[config.mk]
export PLATFORM = sky130hd
export DESIGN_NAME = idle_timer
export DESIGN_NICKNAME = d
export VERILOG_FILES = /design/src/rtl/idle_timer.sv
export SDC_FILE = /design/constraint.sdc
export NUM_CORES = 1
export LEC_CHECK = 0
export ABC_CLOCK_PERIOD_IN_PS = 2900
export CELL_PAD_IN_SITES_DETAIL_PLACEMENT = 1
export CELL_PAD_IN_SITES_GLOBAL_PLACEMENT = 1
export CORE_MARGIN = 3
export CORE_UTILIZATION = 46
export DETAILED_ROUTE_END_ITERATION = 8
export GPL_TIMING_DRIVEN = 0
export PLACE_DENSITY = 0.74
export REMOVE_ABC_BUFFERS = 1
export SLEW_MARGIN = 25
export SYNTH_ARGS = -nofsm -noshare
export SYNTH_HDL_FRONTEND = slang
export SYNTH_SLANG_ARGS = --single-unit
export TNS_END_PERCENT = 100
[constraint.sdc]
create_clock -name clk -period 2.9 [get_ports clk]
set_input_delay 0.29 -clock clk [delete_from_list [all_inputs] [get_ports clk]]
set_output_delay 0.29 -clock clk [all_outputs]
set_load 0.02 [all_outputs]
[src/rtl/idle_timer.sv]
// Idle watchdog: reloads on clr, counts down while enabled, flags zero.
module idle_timer #(
  parameter int TIMEOUT_CYCLES = 1_000_000
) (
  input  logic clk,
  input  logic rst,
  input  logic clr,
  input  logic en,
  output logic expired
);
  localparam int W = $clog2(TIMEOUT_CYCLES + 1);
  localparam logic [W-1:0] LOAD = W'(TIMEOUT_CYCLES);

  logic [W-1:0] cnt;

  always_ff @(posedge clk or negedge rst) begin
    if (!rst) begin
      cnt <= LOAD;
    end else if (clr) begin
      cnt <= LOAD;
    end else if (en && cnt != '0) begin
      cnt <= cnt - W'(1);
    end
  end

  assign expired = (cnt == '0);
endmodule

==> results by group <==
Die
  – Die Wd: 58.5 um
  – Starting Density: 49.9%
  – Io pins: 5
  – Core Region: 2540 um^2
  – Die ar.: 3420 um^2
  – DIE HEIGHT: 58.5 um
  – FP Rows: 18

Synthesis
  – Compound-gate portion of the synthesized area: 10.9%
  – Yosys cell types: 38
  – Xor/xnor share of the synthesized area: 0%
  – Synth Area in Adders: 1.97%
  – Async SR Flop Fraction: 100%
  – Multiplexer area fraction after synthesis: 10.4%
  – Synth Area in Simple Gates: 33.2%
  – Main synth FF type: dfrtp_1
  – Mapped Cells: 132
  – Sequential area share after synthesis: 40.1%
  – Post-synth EDFFs: 0
  – Mapped Area: 1270 um^2
  – Fraction of synthesized cell area taken by the top area cell type: 25.6%
  – Cell accounting for the most synthesized area: dfrtp_1
  – Flops & latches, synth: 20
  – Synth area leaders: dfrtp_1, dfstp_2, mux2_2, nor2_1, nor2b_1
  – Synthesized area per cell: 9.61 um^2
  – Main combinational cell family by area after synthesis: simple AND/OR/NAND/NOR gates
  – Ys Warns: 0

Routing
  – Drt pass-1 iters: 3
  – DR vias/cell: 6.26
  – Number of remaining DRC errors: 0
  – DRT antenna net count: 0
  – Final WL: 2880 um
  – Vias: 1045
  – Iteration-0 DRC Markers: 44
  – Per-cell routed wire length: 17.3 um

Power and ir drop
  – Cell Pwr Density: 416 nW/um^2
  – Leakage: 0.000519 uW
  – Maximum vdd ir drop: 0.000276 V

STA
  – Post-layout minimum cycle time: 2.74 ns
  – Fin crit share: 94.6%
  – Fmax: 365 MHz
  – Hold WS: 0.454 ns
  – Slack of the critical path: 0.158 ns
  – Final Hold Fails: 0
  – Max-slew violation count: 0
  – RSZ-0062 raised after global routing: false
  – Least-Margin Pin Slew: 0.960 ns
  – Setup violators final: 0
  – Clock Skew: 0.00110 ns
  – Setup TNS: 0 ns
  – Relative slew margins: 35.4%

Final layout
  – Synth-to-layout area growth: 8.58%
  – Design Area, Final: 1380 um^2
  – Most frequent cells in the layout: nor2_1, dfrtp_1, nor2b_1
  – # nets final: 144
  – Max reg flops: 20
  – Top flop regs: cnt x20
  – Share of cells above drive strength 1: 23.4%
  – Largest Register: cnt
  – Commonest non-fill, non-tap cell in the layout: nor2_1
  – # diodes: 0

Clocking
  – CTS root buf: clkbuf_4
  – Max clock buf depth: 2
  – H-Tree Level Count: 1
  – CTS tree: built
  – Clock sinks: 20
  – Clk_lat worst skew: 0.30 ns
  – CTS buffer count: 3
  – CTS clk-pin slew, worst paths: 0.12 ns

Setup path
  – Data arrival, critical path: 2.45 ns
  – Crit path max fanout: 10
  – Crit end category: primary output
  – CP required: 2.61 ns
  – R2R setup slack: 0.56 ns
  – WS Path Type: reg2out
  – Startpoint type of the worst setup path: register

Run
  – Max-cap violations: 0

Placed design
  – PortBufs: 4
  – Dpl ws: -0.124 ns
  – Hpwl dp: 1910 um
  – Routability cong.: 0.738
  – DP Area: 1320 um^2

Global routing
  – First-pass GRT wire length: 5200 um
  – Congestion Overflow GR: 0
  – Largest net degree at the start of global routing: 33
  – Vias in the first global route: 1136
  – Initial antenna violation count: 0
  – GRT Overall Usage: 19.7%

Status
  – Status: complete, no violations

Hold path
  – Hold Path Class: in2async
## power breakdown
part | internal, uW | switching [uW] | leakage (uW) | total, uW
sequential | 297 | 21.6 | 0.000251 | 318
clock | 76.5 | 89.6 | 0.0000210 | 166
combinational | 42.1 | 47.2 | 0.000248 | 89.2
## final cells by class
type                       instances  area (um^2)
timing repair buffer               6         47.5
clock buffer                       4         36.3
inverter                           3         11.3
sequential                        20          509
multi-input combinational        104          736
tap                               30         37.5
fill                             284         1170
## Yosys cell counts (all sizes together) (2+ instances only)
library cell	n
a2111oi	2
a21boi	2
a21oi	7
buf	2
clkbuf	4
dfrtp	13
dfstp	7
ha	2
inv	3
mux2	9
mux2i	3
nand2	2
nand4	2
nor2	17
nor2b	10
nor3	7
nor3b	2
nor4	5
o21ai	3
o31ai	3
or2	2
or3	7
or4	8
## through the flow
stage	util, %	cells	total power [uW]
floorplan	-	126	379
global placement	51.7	160	408
detailed placement	51.7	160	414
CTS	54.1	166	586
global route	54.1	167	608
finish	54.1	167	574
## critical path: stages (launching register included)
cell and delay, ns:
dfrtp_1 0.45, or4_1 0.58, nor3_4 0.34, and2_1 0.18, clkdlybuf4s50_1 0.60
## logic make-up after synthesis
group	count (synthesis)
fa+ha+maj	2
buf+inv	9
flops	20
mux	12
compound gates	21
simple gates	68
## per-layer routing
layer	global-route usage [%]	routed length, um
met1	23.7	1380
met2	36.4	1450
met3	1.97	38
met4	6.29	15
met5	0	0
## path summary, 6_finish.rpt
| check | cells past startpoint | end | start |
|---|---|---|---|
| setup / recovery | 4 | expired | cnt[4] |
| hold / removal | 2 | cnt[15] | rst |
| setup reg to reg | 4 | cnt[15] | cnt[3] |
| hold reg to reg | 2 | cnt[19] | cnt[19] |
| max in group asynchronous | 2 | cnt[19] | rst |
| min in group clk | 3 | cnt[6] | clr |
## repair_timing
item / in CTS / in global routing
endpoints found under the setup margin: 1 / 0
setup buffers: 1 / 0
resized for setup: 1 / 0
endpoints found under the hold margin: 0 / 13
hold buffers: 0 / 1
(Power assumes the default switching activity.)
